--- src/rtl/risc_pkg.sv ---
// Shared types for the RISC front end: instruction/PC words, fetch queue entry,
// fetch FSM states and the default reset PC.
package risc_pkg;

    typedef logic [31:0] instr_t;
    typedef logic [31:0] pc_t;

    typedef struct packed {
        pc_t    pc;
        instr_t instr;
    } fetch_entry_t;

    localparam pc_t RESET_PC_DEFAULT = 32'h0000_0000;

    typedef enum logic {
        FETCH = 1'b0,
        HALT  = 1'b1
    } fetch_state_e;

    // Instruction fetch is word aligned; the low two address bits are dropped.
    function automatic pc_t align_pc(input pc_t addr);
        return {addr[31:2], 2'b00};
    endfunction

endpackage

--- src/rtl/risc_fetch_queue.sv ---
// Power-of-two FIFO of fetch entries with synchronous flush. The head reads
// as all zeros whenever the queue is empty.
module risc_fetch_queue
    import risc_pkg::*;
#(
    parameter int DEPTH = 2,
    localparam int PTR_W = $clog2(DEPTH),
    localparam int CNT_W = $clog2(DEPTH + 1)
) (
    input  logic               clk,
    input  logic               reset,
    input  logic               push_i,
    input  logic               pop_i,
    input  logic               flush_i,
    input  fetch_entry_t       data_i,
    output fetch_entry_t       head_o,
    output logic [CNT_W-1:0]   count_o,
    output logic               full_o,
    output logic               empty_o
);

    fetch_entry_t           mem_q [DEPTH];
    logic [PTR_W-1:0]       wr_ptr_q, rd_ptr_q;
    logic [CNT_W-1:0]       count_q;
    logic                   do_push, do_pop;

    assign full_o  = (count_q == CNT_W'(DEPTH));
    assign empty_o = (count_q == '0);
    assign count_o = count_q;

    assign do_push = push_i && !full_o && !flush_i;
    assign do_pop  = pop_i && !empty_o && !flush_i;

    // NOTE: the storage array has no reset; validity lives in count_q and the
    // head is masked when empty, so clearing the data would only cost flops.
    always_ff @(posedge clk) begin
        if (do_push) begin
            mem_q[wr_ptr_q] <= data_i;
        end
    end

    // NOTE: sequential state uses non-blocking assignment so every flop sees
    // the pre-edge value of its neighbours.
    always_ff @(posedge clk) begin
        if (reset || flush_i) begin
            wr_ptr_q <= '0;
            rd_ptr_q <= '0;
            count_q  <= '0;
        end else begin
            if (do_push) wr_ptr_q <= wr_ptr_q + 1'b1;
            if (do_pop)  rd_ptr_q <= rd_ptr_q + 1'b1;
            unique case ({do_push, do_pop})
                2'b10:   count_q <= count_q + 1'b1;
                2'b01:   count_q <= count_q - 1'b1;
                default: count_q <= count_q;
            endcase
        end
    end

    assign head_o = empty_o ? '0 : mem_q[rd_ptr_q];

endmodule

--- src/rtl/risc_fetch_unit.sv ---
// Instruction fetch unit: PC register, redirect handling and an output FIFO.
// Define FETCH_HALT_ON_ZERO_EN to stop fetching when a zero word is read.
module risc_fetch_unit
    import risc_pkg::*;
#(
    parameter pc_t RESET_PC    = RESET_PC_DEFAULT,
    parameter int  QUEUE_DEPTH = 2
) (
    input  logic        clk,
    input  logic        reset,
    output logic [29:0] imem_addr,
    input  logic [31:0] imem_data,
    output logic        instr_valid,
    output logic [31:0] instr,
    output logic [31:0] instr_pc,
    input  logic        instr_ready,
    input  logic        redirect_valid,
    input  logic [31:0] redirect_pc,
    output logic        halted
);

    localparam int CNT_W = $clog2(QUEUE_DEPTH + 1);

    pc_t              pc_q, pc_d;
    logic             fetch_en;
    logic             zero_hit;
    logic             push, pop, room;
    logic [CNT_W-1:0] q_count;
    logic             q_full, q_empty;
    fetch_entry_t     q_head;

`ifdef FETCH_HALT_ON_ZERO_EN
    fetch_state_e state_q, state_d;

    always_ff @(posedge clk) begin
        if (reset) state_q <= FETCH;
        else       state_q <= state_d;
    end

    // NOTE: every always_comb output gets a default first so no path can
    // leave it unassigned and infer a latch.
    always_comb begin
        state_d  = state_q;
        fetch_en = (state_q == FETCH);
        zero_hit = fetch_en && (imem_data == 32'h0);
        if (redirect_valid) begin
            state_d = FETCH;
        end else if (zero_hit) begin
            state_d = HALT;
        end
    end

    assign halted = (state_q == HALT);
`else
    always_comb begin
        fetch_en = 1'b1;
        zero_hit = 1'b0;
    end

    assign halted = 1'b0;
`endif

    // Room is judged on the pre-pop count: a same-cycle pop never frees a slot.
    assign room = (q_count < CNT_W'(QUEUE_DEPTH));
    assign push = fetch_en && !redirect_valid && room && !zero_hit;
    assign pop  = instr_valid && instr_ready;

    always_comb begin
        pc_d = pc_q;
        if (redirect_valid) begin
            pc_d = align_pc(redirect_pc);
        end else if (push) begin
            pc_d = pc_q + 32'd4;
        end
    end

    always_ff @(posedge clk) begin
        if (reset) pc_q <= align_pc(RESET_PC);
        else       pc_q <= pc_d;
    end

    assign imem_addr = pc_q[31:2];

    risc_fetch_queue #(
        .DEPTH (QUEUE_DEPTH)
    ) u_queue (
        .clk     (clk),
        .reset   (reset),
        .push_i  (push),
        .pop_i   (pop),
        .flush_i (redirect_valid),
        .data_i  ('{pc: pc_q, instr: imem_data}),
        .head_o  (q_head),
        .count_o (q_count),
        .full_o  (q_full),
        .empty_o (q_empty)
    );

    assign instr_valid = !q_empty;
    assign instr       = q_head.instr;
    assign instr_pc    = q_head.pc;

    a_full_consistent: assert property (
        @(posedge clk) disable iff (reset)
        q_full == (q_count == CNT_W'(QUEUE_DEPTH))
    );

endmodule

--- config.mk ---
export PLATFORM = sky130hd
export DESIGN_NAME = risc_fetch_unit
export DESIGN_NICKNAME = d
export VERILOG_FILES = /design/src/rtl/risc_pkg.sv /design/src/rtl/risc_fetch_queue.sv /design/src/rtl/risc_fetch_unit.sv
export SDC_FILE = /design/constraint.sdc
export NUM_CORES = 1
export LEC_CHECK = 0
export CORE_UTILIZATION = 49
export DETAILED_ROUTE_END_ITERATION = 6
export GPL_TIMING_DRIVEN = 0
export HOLD_SLACK_MARGIN = 0.12
export PLACE_DENSITY_LB_ADDON = 0.3
export SETUP_SLACK_MARGIN = 0.05
export SLEW_MARGIN = 20
export SYNTH_ARGS = -nofsm -noshare
export SYNTH_HDL_FRONTEND = slang
export SYNTH_SLANG_ARGS = --single-unit
--- constraint.sdc ---
create_clock -name clk -period 6.2 [get_ports clk]
set_input_delay 1.24 -clock clk [delete_from_list [all_inputs] [get_ports clk]]
set_output_delay 1.24 -clock clk [all_outputs]
set_load 0.03 [all_outputs]
# --- Word-level counts from Yosys, hierarchy flattened ---
# Memories as Yosys holds them, arrays and structs flattened. A register that Yosys moved wholly into a read port is not among the register bits.
# Cells that the tools add are included.
totals:
  regBits: 36
  latch_bits: 0
  ram_bits: 128
  mem_bits_ro: 0
  in_bits: 68
  out_inout_bits: 96
  word_cells: 37
  memories: 1
classes:
  n_addsub: 5
  multipliers: 0
  n_div: 0
  n_lt_le_gt_ge: 1
  n_eq_ne: 3
  shifts: 0
  mux: 8
  bitwise: 0
  reduce_logical: 14
mem_list:
  columns: ["memory", "words", "word_bits", "rd", "rd_ports_with_merged_regs", "write_ports", "line_no", "text"]
  rows:
  - ["u_queue.mem_q", 2, 64, 1, 1, 1, "risc_fetch_queue.sv:22", "fetch_entry_t mem_q [DEPTH];"]
ops:
  columns: ["op", "n"]
  rows:
  - ["$mux W32", 2]
  - ["$mux W64", 1]
  - ["$add A32 B3 Y32 const B", 1]
  - ["$logic_and A1 B1 Y1", 6]
  - ["$eq A2 B2 Y1 const B", 2]
  - ["$mux W1", 4]
  - ["$pmux W2 S2", 1]
  - ["$reduce_bool A2 Y1", 2]
  - ["$logic_not A1 Y1", 3]
  - ["$add A1 B1 Y1 const B", 2]
  - ["$add A2 B1 Y2 const B", 1]
  - ["$eq A2 B1 Y1 const B", 1]
  - ["$logic_not A2 Y1", 1]
  - ["$lt A2 B2 Y1 const B", 1]
  - ["$reduce_or A2 Y1", 1]
  - ["$sub A2 B1 Y2 const B", 1]
  - ["$logic_or A1 B1 Y1", 1]

# --- Logic depth before layout (Yosys ltp) ---
# Gate-level depths: netlist of the first run.
logic_depth:
  word_depth: 7
  depth_mapped: 10
  depth_no_buf: 9

# --- Modules after synthesis ---
# Synthesis of the first run repeated with hierarchy kept, for this count alone.
unflattened:
  hier_cells: 525
  area_unflattened_um2: 6849.1
modules_own_cells:
  columns: ["mod", "n_inst", "cells_each", "area_per_inst_um2", "seq_area_each_um2"]
  rows:
  - ["risc_fetch_queue", 1, 298, 5039.8, 3943.8]
  - ["risc_fetch_unit", 1, 227, 1809.2, 600.6]

# --- Worst setup path before layout of the first run ---
# Ideal clock, no wire load.
synth_timing:
  path_type: "in2reg"
  startpoint: "in redirect_valid"
  endpoint: "mem u_queue.mem_q[0][0] (netlist name), enable pin"
  setup_ns: 0.482
  arrival_time_ns: 4.251
  required_ns: 5.718
  path_slack_ns: 1.466
  path_stages: 3
  n_path_buf: 1
  path_cell_list: "or2_2 -> clkbuf_1 -> nor2_1"
synth_between:
  elab_chain_cells: 6
synth_lines:
  columns: ["element", "line_no", "text"]
  rows:
  - ["from (decl)", "risc_fetch_unit.sv:17", "input logic redirect_valid,"]
  - ["$logic_not A1 Y1 (*)", "risc_fetch_queue.sv:31, risc_fetch_unit.sv:65", null]
  - ["$logic_and A1 B1 Y1", "risc_fetch_unit.sv:65", "assign push = fetch_en && !redirect_valid && room && !zero_hit;"]
  - ["$logic_and A1 B1 Y1", "risc_fetch_queue.sv:31", "assign do_push = push_i && !full_o && !flush_i;"]
  - ["$logic_and A1 B1 Y1 (*)", "risc_fetch_queue.sv:31", null]
  - ["$mux W1 (*)", "risc_fetch_queue.sv:37", "if (do_push) begin"]
  - ["$mux W1 (implied by the code) (*)", "risc_fetch_queue.sv:38", "mem_q[wr_ptr_q] <= data_i;"]
  - ["to (decl)", "risc_fetch_queue.sv:22", null]
# Mark *: on every way between the ends. The rest lies on a longest branch, timed or not.

# --- Worst setup path in the final report of the first run ---
layout_timing:
  startpoint: "reg u_queue.count_q[1], in the netlist u_queue.count_o[1]"
  endpoint: "out instr_pc[13]"
layout_between:
  elab_chain_cells: 2
layout_lines:
  columns: ["element", "line_no", "text"]
  rows:
  - ["from (decl)", "risc_fetch_queue.sv:24", "logic [CNT_W-1:0] count_q;"]
  - ["from (signal assigned)", "risc_fetch_queue.sv:53", "2'b10: count_q <= count_q + 1'b1;"]
  - ["from (signal assigned)", "risc_fetch_queue.sv:54", "2'b01: count_q <= count_q - 1'b1;"]
  - ["from (signal assigned)", "risc_fetch_queue.sv:55", "default: count_q <= count_q;"]
  - ["$logic_not A2 Y1", "risc_fetch_queue.sv:28", "assign empty_o = (count_q == '0);"]
  - ["$mux W64", "risc_fetch_queue.sv:60", "assign head_o = empty_o ? '0 : mem_q[rd_ptr_q];"]
  - ["to (decl)", "risc_fetch_unit.sv:15", "output logic [31:0] instr_pc,"]
# Every way passes these cells.

==> results of run 1 <==
final cells by class:
type                       instances  share of cell area, %
tap                              176                   2.39
inverter                           6                  0.245
buffer                            32                   1.44
clock buffer                      20                   5.07
timing repair buffer             162                   18.2
clock inverter                    12                   1.70
multi-input combinational        319                   22.9
sequential                       159                   48.1
final timing paths:
| check | from | endpoint | slack [ps] |
|---|---|---|---|
| setup / recovery | u_queue.count_o[1]$_SDFFE_PP0P_ | instr_pc[13] | 2000 |
| hold / removal | pc_q[31]$_SDFFE_PP0P_ | u_queue.mem_q[0][63]$_DFFE_PP_ | 560 |
| setup reg to reg | u_queue.count_o[1]$_SDFFE_PP0P_ | u_queue.mem_q[0][10]$_DFFE_PP_ | 3690 |
| hold reg to reg | pc_q[31]$_SDFFE_PP0P_ | u_queue.mem_q[0][63]$_DFFE_PP_ | 560 |
layout by cell type, fill, tap and decap left out, types with 8 or more instances in the layout:
cell type	instances
clkdlybuf4s50_1	158
edfxtp_1	124
nor2_1	96
mux2i_1	63
dfxtp_1	35
clkbuf_1	23
nand2_1	19
clkbuf_16	17
a311oi_1	14
nand4_1	13
o31ai_1	10
or4_1	10
a211oi_1	10
xor2_1	9
nand3_1	8
worst register-to-register path, delay by kind of cell, from the launching register on:
family | cells | cell delay, ps
and+or+nand+nor | 2 | 930
DFF | 1 | 330
buffers and inverters | 4 | 930
metal layers:
metal	up-vias	GRT usage (%)	share of wire, %
li1	2302	-	-
met1	2347	29.2	42
met2	220	37.0	49
met3	30	5.74	6.8
met4	0	9.73	2.2
met5	-	0	0
cell families after synthesis:
| family | after synthesis | share of synthesized area, % |
|---|---|---|
| other | 1 | 0.0563 |
| flip-flops | 159 | 66.4 |
| AND/OR/NAND/NOR | 188 | 13.8 |
| multiplexers | 63 | 9.47 |
| XOR/XNOR | 16 | 2.10 |
| adder cells (fa/ha/maj) | 2 | 0.376 |
| buffers and inverters | 38 | 2.33 |
| AO/OA/AOI/OAI | 47 | 5.45 |
sequential cells by signal, indices dropped and copies added, names as in the netlist, named ones only:
register          flops
u_queue.wr_ptr_q      1
u_queue.rd_ptr_q      1
pc_q                 30
u_queue.count_o       2
u_queue.mem_q       124
per-stage QoR:
| stage | total power, mW | std cells | setup slack, ps | hold slack [ps] | setup TNS, ps |
|---|---|---|---|---|---|
| floorplan | 1.44 | 516 | 1470 | 520 | 0 |
| global placement | 1.58 | 850 | -678 | 529 | -82990 |
| detailed placement | 1.60 | 854 | 2420 | 543 | 0 |
| CTS | 2.67 | 886 | 1950 | 553 | 0 |
| global route | 2.74 | 886 | 1830 | 570 | 0 |
| finish | 2.65 | 886 | 2000 | 556 | 0 |
power by group through the flow:
| stage | Clock (mW) | Combinational, mW | Sequential, mW |
|---|---|---|---|
| floorplan | 0 | 0.140 | 1.30 |
| CTS | 1.09 | 0.320 | 1.26 |
| global route | 1.14 | 0.339 | 1.26 |
| finish | 1.08 | 0.317 | 1.26 |
| global placement | 0 | 0.303 | 1.28 |
| detailed placement | 0 | 0.318 | 1.28 |
==> results.md, run 1 <==
- Fmax: 238 MHz
- RSZ-0062 raised after global routing: no
- Worst-Margin Slew: 874 ps
- Worst-path clk slew: 60 ps
- Worst hold path class: reg -> reg
- Critical Path RT: 4960 ps
- Resize count post-CTS: 0
- Reg area: 0.00442 mm²
- Worst path slowest cell: nor2_1
- Width of the die: 119 µm
- Pleak: 2.97 nW
- R2r worst-path depth: 6
- IO Pins: 164
- Pin count of the biggest net entering global routing: 25
- Clock Skews: 5.40 ps
- Core area: 0.0132 mm²
- Area grow syn2layout: 38.2%
- Count of cell types in the netlist: 44
- Slew margin rel.: 41.5%
- Residual DRC count: 0
- Critical Path Sink Type: primary output
- Design area: 0.00920 mm²
- Final setup viols: 0
- Max incr delay on CP: 730 ps
- Post-synth top area share: 55.9%
- Initial antenna violation count: 0
- Post-synth ARST share: 0%
- Outcome: finished clean
- Net Sw Frac: 23.8%
- Post-Syn Instances: 514
- Cell chain of the critical path: clkbuf_1 -> nor2_1 -> clkbuf_1 -> nor2_1 -> clkdlybuf4s50_1
- DRT Wirelength: 15500 µm
- Wire per inst: 17.5 µm
- Main area contributors after synthesis: edfxtp_1 56%, dfxtp_1 11%, mux2i_1 9.5%
- Diodes inserted: 0
- Initial Utilization: 50.3%
- Layout cells sized above 1: 6.62%
- Initial DRC count: 399
- GRT Total Usage: 22.9%
- WHS Path Cells: 0
- Top post-synthesis cells by count: 124 x edfxtp_1, 98 x nor2_1, 63 x mux2i_1
- Post-CTS setup buffer count: 0
- Placer Congestion: 0.810
- Worst skew pair latency: 420 ps
- DP HPWL: 10600 µm
- Cell Pwr Density: 288 mW/mm²
- WS Path Type: reg -> out
- Logic pwr share: 12.0%
- Clock buffer depth: 2
- MaxCap Viol Count: 0
- Vias per cell: 5.53
- Total gr overflow: 0
- Via count: 4899
- Sw power: 0.631 mW
- Antenna-violating nets left: 0
- Filler instances: 990
- Top-count cell post-synth: edfxtp_1
- Crit Path Max Fanout: 10
- Vias in the first global route: 4726
- Max IR drop VDD: 0.187 mV
- Int Pwr: 2.02 mW
- Post-synth EDFFs: 124
- YS warnings: 0
- Root Buffer: clkbuf_16
- Die ar.: 0.0141 mm²
- Fin. Hold Viols: 0
- Footprint of the multi-input gates: 0.00210 mm²
- Pins Over Slew Limit: 0
- # H-tree levels: 4
- Drt pass-1 iters: 5
- Register area share after synthesis: 66.4%
- Clock sinks: 159
- Post-layout net count: 767
- Post-DP Area: 0.00858 mm²
- Post-route minimum period: 4200 ps
- Flops & latches, synth: 159
- Cts bufs inserted: 17
- Top cell family by delay on the critical path: buffers and inverters
- Mean Syn Cell Area: 13.0 µm²
- CTS tree: done
- IO Port Bufs: 158
- Die Height: 119 µm
- Stages on worst setup path: 5
- Std cell rows: 42
- Finished Core Util: 69.5%
- Mapped Area: 0.00666 mm²
- CP Buf/Inv Count: 3
- Share of power burned in registers: 47.4%
- Period utilization: 67.7%
- Worst EP arrival: 2960 ps
- Clock power frac: 40.6%
- Main synth FF type: edfxtp_1
- Synth area leader: edfxtp_1
- First-pass GRT wire length: 24600 µm
- CTS Hold Buffers Added: 0
- Startpoint type of the worst setup path: register
Power figures use the tool's default switching activity.
==> inputs of run 2 (changes only) <==
--- a/config.mk
+++ b/config.mk
@@ -5,7 +5,7 @@
 export SDC_FILE = /design/constraint.sdc
 export NUM_CORES = 1
 export LEC_CHECK = 0
-export CORE_UTILIZATION = 49
+export CORE_UTILIZATION = 45
 export DETAILED_ROUTE_END_ITERATION = 6
 export GPL_TIMING_DRIVEN = 0
 export HOLD_SLACK_MARGIN = 0.12
==> constraint.sdc (replaced) <==
create_clock -name clk -period 3.7 [get_ports clk]
set_input_delay 0.74 -clock clk [delete_from_list [all_inputs] [get_ports clk]]
set_output_delay 0.74 -clock clk [all_outputs]
set_load 0.03 [all_outputs]
==> results.md, run 2 (synthesis gave the netlist of run 1 again) <==
- Outcome: finished clean
- Total gr overflow: 0 (unchanged)
- Width of the die: 124 µm (+4.3%)
- Clock sinks: 159 (unchanged)
- R2r worst-path depth: 6 (unchanged)
- Clock Skews: 8.53 ps (+3.13 ps)
- RSZ-0062 raised after global routing: no
- Initial DRC count: 463 (+16%)
- Cell chain of the critical path: clkbuf_1 -> nor2_4 -> clkbuf_1 -> nor2_1 -> clkdlybuf4s50_1
- WHS Path Cells: 0 (unchanged)
- Wire per inst: 17.6 µm (+0.29%)
- Vias in the first global route: 4750 (+0.51%)
- Worst skew pair latency: 410 ps (about the same)
- Finished Core Util: 63.8% (-5.7 points)
- DP HPWL: 10800 µm (+1.6%)
- Critical Path Sink Type: primary output
- Fin. Hold Viols: 0 (unchanged)
- Critical Path RT: 2960 ps (-2000 ps)
- Worst hold path class: reg -> reg
- DRT Wirelength: 15700 µm (+1.2%)
- Pins Over Slew Limit: 0 (unchanged)
- Root Buffer: clkbuf_16
- Placer Congestion: 0.817 (+0.90%)
- Commonest non-fill, non-tap cell in the layout: clkdlybuf4s50_1
- Drt pass-1 iters: 4 (-1)
- Post-DP Area: 0.00860 mm² (+0.20%)
- Final Non-Filler Cells: 894 (+0.90%)
- Max reg flops: 124 (unchanged)
- Vias per cell: 5.41 (-2.2%)
- Cts bufs inserted: 17 (unchanged)
- Core area: 0.0145 mm² (+9.3%)
- Initial antenna violation count: 0 (unchanged)
- Die ar.: 0.0153 mm² (+8.7%)
- GRT Total Usage: 21.1% (-1.8 points)
- Most frequent CP cell: clkbuf_1
- Endpoint of the worst hold path: u_queue.mem_q[0][63]$_DFFE_PP_
- Crit Path Max Fanout: 10 (unchanged)
- Area grow syn2layout: 38.7%
- Post-CTS setup buffer count: 0 (unchanged)
- Design area: 0.00924 mm² (+0.38%)
- Residual DRC count: 0 (unchanged)
- Worst flop-to-flop path endpoint: u_queue.mem_q[0][62]$_DFFE_PP_
- R2r setup slk: 1150 ps (-2540 ps)
- Diodes inserted: 0 (unchanged)
- Period utilization: 91.2%
- Fmax: 296 MHz
- Hold_sp: pc_q[31]$_SDFFE_PP0P_
- Clock buffer depth: 2 (unchanged)
- IO Port Bufs: 158 (unchanged)
- Max incr delay on CP: 620 ps (-110 ps)
- Pin count of the biggest net entering global routing: 23 (-8.0%)
- Worst EP arrival: 2630 ps (-330 ps)
- # H-tree levels: 4 (unchanged)
- Via count: 4835 (-1.3%)
- Largest register by flop count: u_queue.mem_q
- Post-layout net count: 767 (unchanged)
- Final setup viols: 0 (unchanged)
- IO Pins: 164 (unchanged)
- TNS Setup: 0 ps (unchanged)
- Cell Pwr Density: 483 mW/mm² (+67%)
- Post-route minimum period: 3370 ps
- WS Path Type: reg -> out
- Worst path slowest cell: clkdlybuf4s50_1
- Max IR drop VDD: 0.288 mV (+54%)
- CTS tree: done
- Initial Utilization: 46.0% (-4.3 points)
- Placed cells: 862 (+0.94%)
- Worst-Margin Slew: 745 ps (-129 ps)
- Startpoint type of the worst setup path: register
- MaxCap Viol Count: 0 (unchanged)
- Die Height: 124 µm (+4.3%)
- Slew margin rel.: 50.2% (+8.7 points)
- Worst r2r src: u_queue.count_o[1]$_SDFFE_PP0P_
- Std cell rows: 44 (+4.8%)
- Most frequent cells in the layout: 158 x clkdlybuf4s50_1, 124 x edfxtp_1, 95 x nor2_1
- Antenna-violating nets left: 0 (unchanged)
- Worst hold margin: 541 ps (-15.3 ps)
- First-pass GRT wire length: 24100 µm (-1.9%)
- Pleak: 2.99 nW (+0.69%)
- Worst-path clk slew: 60 ps (about the same)
- Layout cells sized above 1: 7.75% (+1.1 points)
==> run 2: critical path, delay by kind of cell, from the launching register on <==
kind,cells,cell delay [ps]
DFF,1,320
and+or+nand+nor,2,510
buffers and inverters,3,1390
==> run 2: stage by stage <==
step / power [mW] / setup WS, ps
floorplan: 2.41 / -534
global placement: 2.65 / -2620
detailed placement: 2.68 / 327
CTS: 4.49 / 63.1
global route: 4.62 / 202
finish: 4.46 / 326
==> run 2: layout make-up <==
class | instances | area [µm²]
Timing Repair Buffer | 162 | 1680
Inverter | 6 | 22.5
Tap cell | 184 | 230
Buffer | 32 | 140
Sequential cell | 159 | 4420
Multi-Input combinational cell | 319 | 2110
Clock buffer | 21 | 470
Fill cell | 1125 | 5240
Clock inverter | 11 | 155
==> run 2: per-layer routing <==
layer	global-route usage [%]	vias up	share of wire, %
met2	33.0	195	47
met4	9.64	0	2.1
met1	27.3	2313	44
met5	0	-	0
li1	-	2301	-
met3	5.68	26	6.9
==> run 2: how the worst max path moves through the flow <==
stage	start	endpoint	slack (ps)
6_report	u_queue.count_o[1]$_SDFFE_PP0P_	instr_pc[18]	330
2_1_floorplan	redirect_valid	u_queue.mem_q[0][0]$_DFFE_PP_	-530
3_3_place_gp	redirect_valid	u_queue.mem_q[1][43]$_DFFE_PP_	-2620
4_1_cts	register	instr_pc[18]	60
3_5_place_dp	u_queue.count_o[1]$_SDFFE_PP0P_	instr_pc[10]	330
5_1_grt	u_queue.count_o[1]$_SDFFE_PP0P_	instr_pc[14]	200
==> run 2: where the power goes <==
| part | internal, mW | switching (mW) | leakage, nW | total [mW] |
|---|---|---|---|---|
| Combinational | 0.236 | 0.299 | 1.23 | 0.535 |
| Sequential | 2.04 | 0.0707 | 1.47 | 2.11 |
| Clock | 1.12 | 0.695 | 0.293 | 1.82 |
==> run 2: timing repair <==
action                                  CTS  global route
hold buffers                              0             0
gates resized for setup                   1             9
gates cloned                              0             0
endpoints found under the setup margin   60            59
==> inputs of run 3 (changes only) <==
--- a/config.mk
+++ b/config.mk
@@ -9,9 +9,9 @@
 export DETAILED_ROUTE_END_ITERATION = 6
 export GPL_TIMING_DRIVEN = 0
 export HOLD_SLACK_MARGIN = 0.12
-export PLACE_DENSITY_LB_ADDON = 0.3
+export PLACE_DENSITY = 0.77
 export SETUP_SLACK_MARGIN = 0.05
-export SLEW_MARGIN = 20
+export SLEW_MARGIN = 30
 export SYNTH_ARGS = -nofsm -noshare
 export SYNTH_HDL_FRONTEND = slang
 export SYNTH_SLANG_ARGS = --single-unit
==> results.md, run 3 (synthesis gave the netlist of run 1 again) <==
- Top cell family by delay on the critical path: buffers and inverters
- Width of the die: 124 µm (unchanged)
- Pleak: 3.00 nW (+0.39%)
- GRT Total Usage: 21.2% (+0.15 points)
- Placer Congestion: 0.850 (+4.0%)
- Worst hold margin: 552 ps (+10.3 ps)
- Worst hold path class: reg -> reg
- Worst-path clk slew: 60 ps (about the same)
- Worst-Margin Slew: 745 ps (-0.214 ps)
- R2r worst-path depth: 5 (-1)
- Layout cells sized above 1: 7.44% (-0.30 points)
- Filler instances: 1090 (-3.1%)
- Post-route minimum period: 3320 ps (-49.9 ps)
- Total Power: 4.29 mW (-3.7%)
- WHS Path Cells: 0 (unchanged)
- RSZ-0062 raised after global routing: no
- Worst EP arrival: 2580 ps (-50 ps)
- Startpoint type of the worst setup path: register
- Slew margin rel.: 49.9% (-0.33 points)
- Antenna-violating nets left: 0 (unchanged)
- WS Path Type: reg -> out
- Stages on worst setup path: 5 (unchanged)
- Max incr delay on CP: 690 ps (+70 ps)
- Cell Pwr Density: 465 mW/mm² (-3.6%)
- Final setup viols: 0 (unchanged)
- Fmax: 301 MHz (+1.5%)
- CTS Hold Buffers Added: 0 (unchanged)
- Worst path slowest cell: clkdlybuf4s50_1
- CTS tree: done
- Reg area: 0.00442 mm² (unchanged)
- Diodes inserted: 0 (unchanged)
- Most frequent cells in the layout: 158 x clkdlybuf4s50_1, 124 x edfxtp_1, 95 x nor2_1
- Core area: 0.0145 mm² (unchanged)
- Pin count of the biggest net entering global routing: 22 (-4.3%)
- Initial Utilization: 46.0% (unchanged)
- Post-layout net count: 769 (+0.26%)
- DRT Wirelength: 16000 µm (+1.9%)
- Clock sinks: 159 (unchanged)
- Cts bufs inserted: 17 (unchanged)
- Commonest non-fill, non-tap cell in the layout: clkdlybuf4s50_1
- Residual DRC count: 0 (unchanged)
- Max IR drop VDD: 0.372 mV (+29%)
- Largest register by flop count: u_queue.mem_q
- Max reg flops: 124 (unchanged)
- Initial DRC count: 361 (-22%)
- Vias in the first global route: 4783 (+0.69%)
- IO Port Bufs: 158 (unchanged)
- Initial antenna violation count: 0 (unchanged)
- Finished Core Util: 63.7% (about the same)
- Fin. Hold Viols: 0 (unchanged)
- Final WS setup: 375 ps (+49.9 ps)
- Root Buffer: clkbuf_16
- Post-DP Area: 0.00866 mm² (+0.73%)
- MaxCap Viol Count: 0 (unchanged)
- Post-CTS setup buffer count: 0 (unchanged)
- Outcome: finished clean
- Die ar.: 0.0153 mm² (unchanged)
- Setup slack at placement: 337 ps (+9.70 ps)
- Crit Path Max Fanout: 10 (unchanged)
- Wire per inst: 17.8 µm (+1.6%)
- DP HPWL: 11300 µm (+4.6%)
- Placed cells: 864 (+0.23%)
- Worst skew pair latency: 420 ps (about the same)
- Die Height: 124 µm (unchanged)
- Most frequent CP cell: clkbuf_1
- Period utilization: 89.9% (-1.3 points)
- Std cell rows: 44 (unchanged)
- Final Non-Filler Cells: 896 (+0.22%)
- Critical Path RT: 2960 ps (about the same)
- # H-tree levels: 4 (unchanged)
- First-pass GRT wire length: 24100 µm (-0.11%)
- Via count: 4925 (+1.9%)
- IO Pins: 164 (unchanged)
- Clock Skews: 8.80 ps (+0.274 ps)
- Vias per cell: 5.50 (+1.6%)
- Cell chain of the critical path: clkbuf_1 -> nor2_4 -> clkbuf_1 -> nor2_1 -> clkdlybuf4s50_1
- TNS Setup: 0 ps (unchanged)
- Total gr overflow: 0 (unchanged)
- Pins Over Slew Limit: 0 (unchanged)
- CP Buf/Inv Count: 3 (unchanged)
- Critical Path Sink Type: primary output
- Footprint of the multi-input gates: 0.00211 mm² (unchanged)
- Design area: 0.00923 mm² (about the same)
- Area grow syn2layout: 38.6% (about the same)
- Drt pass-1 iters: 5 (+1)
- Clock buffer depth: 2 (unchanged)
==> run 3: cell types whose count changed in the layout (fill, tap and decap cells not counted) <==
cell	previous run	this run
inv_6	2	1
clkbuf_8	3	0
bufinv_16	3	2
clkbuf_1	23	25
buf_16	3	6
buf_12	1	0
clkinv_2	0	5
clkinv_1	0	2
clkinvlp_4	4	0
==> run 3: per-layer routing <==
metal  global-route usage (%)  up-vias  routed length [µm]
met4                     10.7        0                 435
li1                         -     2302                   -
met1                     24.7     2366                6460
met2                     36.4      220                7910
met3                     5.17       37                1180
met5                        0        -                   0
==> run 3: worst paths after layout <==
check | from | end | slack, ps
setup / recovery | u_queue.count_o[1]$_SDFFE_PP0P_ | instr_pc[5] | 380
hold / removal | pc_q[31]$_SDFFE_PP0P_ | u_queue.mem_q[1][63]$_DFFE_PP_ | 550
setup reg to reg | pc_q[2]$_SDFFE_PP0P_ | pc_q[26]$_SDFFE_PP0P_ | 1290
hold reg to reg | pc_q[31]$_SDFFE_PP0P_ | u_queue.mem_q[1][63]$_DFFE_PP_ | 550
==> run 3: area by class of cell <==
class	instances	area share [%]
Buffer	32	1.52
Clock buffer	20	4.73
Clock inverter	12	1.29
Inverter	6	0.244
Multi-Input combinational cell	319	22.9
Sequential cell	159	47.9
Tap cell	184	2.49
Timing Repair Buffer	164	18.9
==> run 3: timing repair <==
| action | in CTS | in global routing |
|---|---|---|
| pin swaps | 0 | 0 |
| endpoints found under the setup margin | 50 | 22 |
| resized for setup | 1 | 9 |
==> run 3: report_power, final <==
| group | total (mW) | leakage (nW) | internal, mW | switching, mW |
|---|---|---|---|---|
| registers | 2.11 | 1.47 | 2.04 | 0.0715 |
| logic | 0.545 | 1.25 | 0.243 | 0.301 |
| clock network | 1.64 | 0.277 | 0.984 | 0.658 |
==> run 3: worst register-to-register path, delay by kind of cell (launching register included) <==
kind            cells  cell delay [ps]
compound gates      1              260
fa+ha+maj           1              250
flops               1              490
simple gates        3             1330
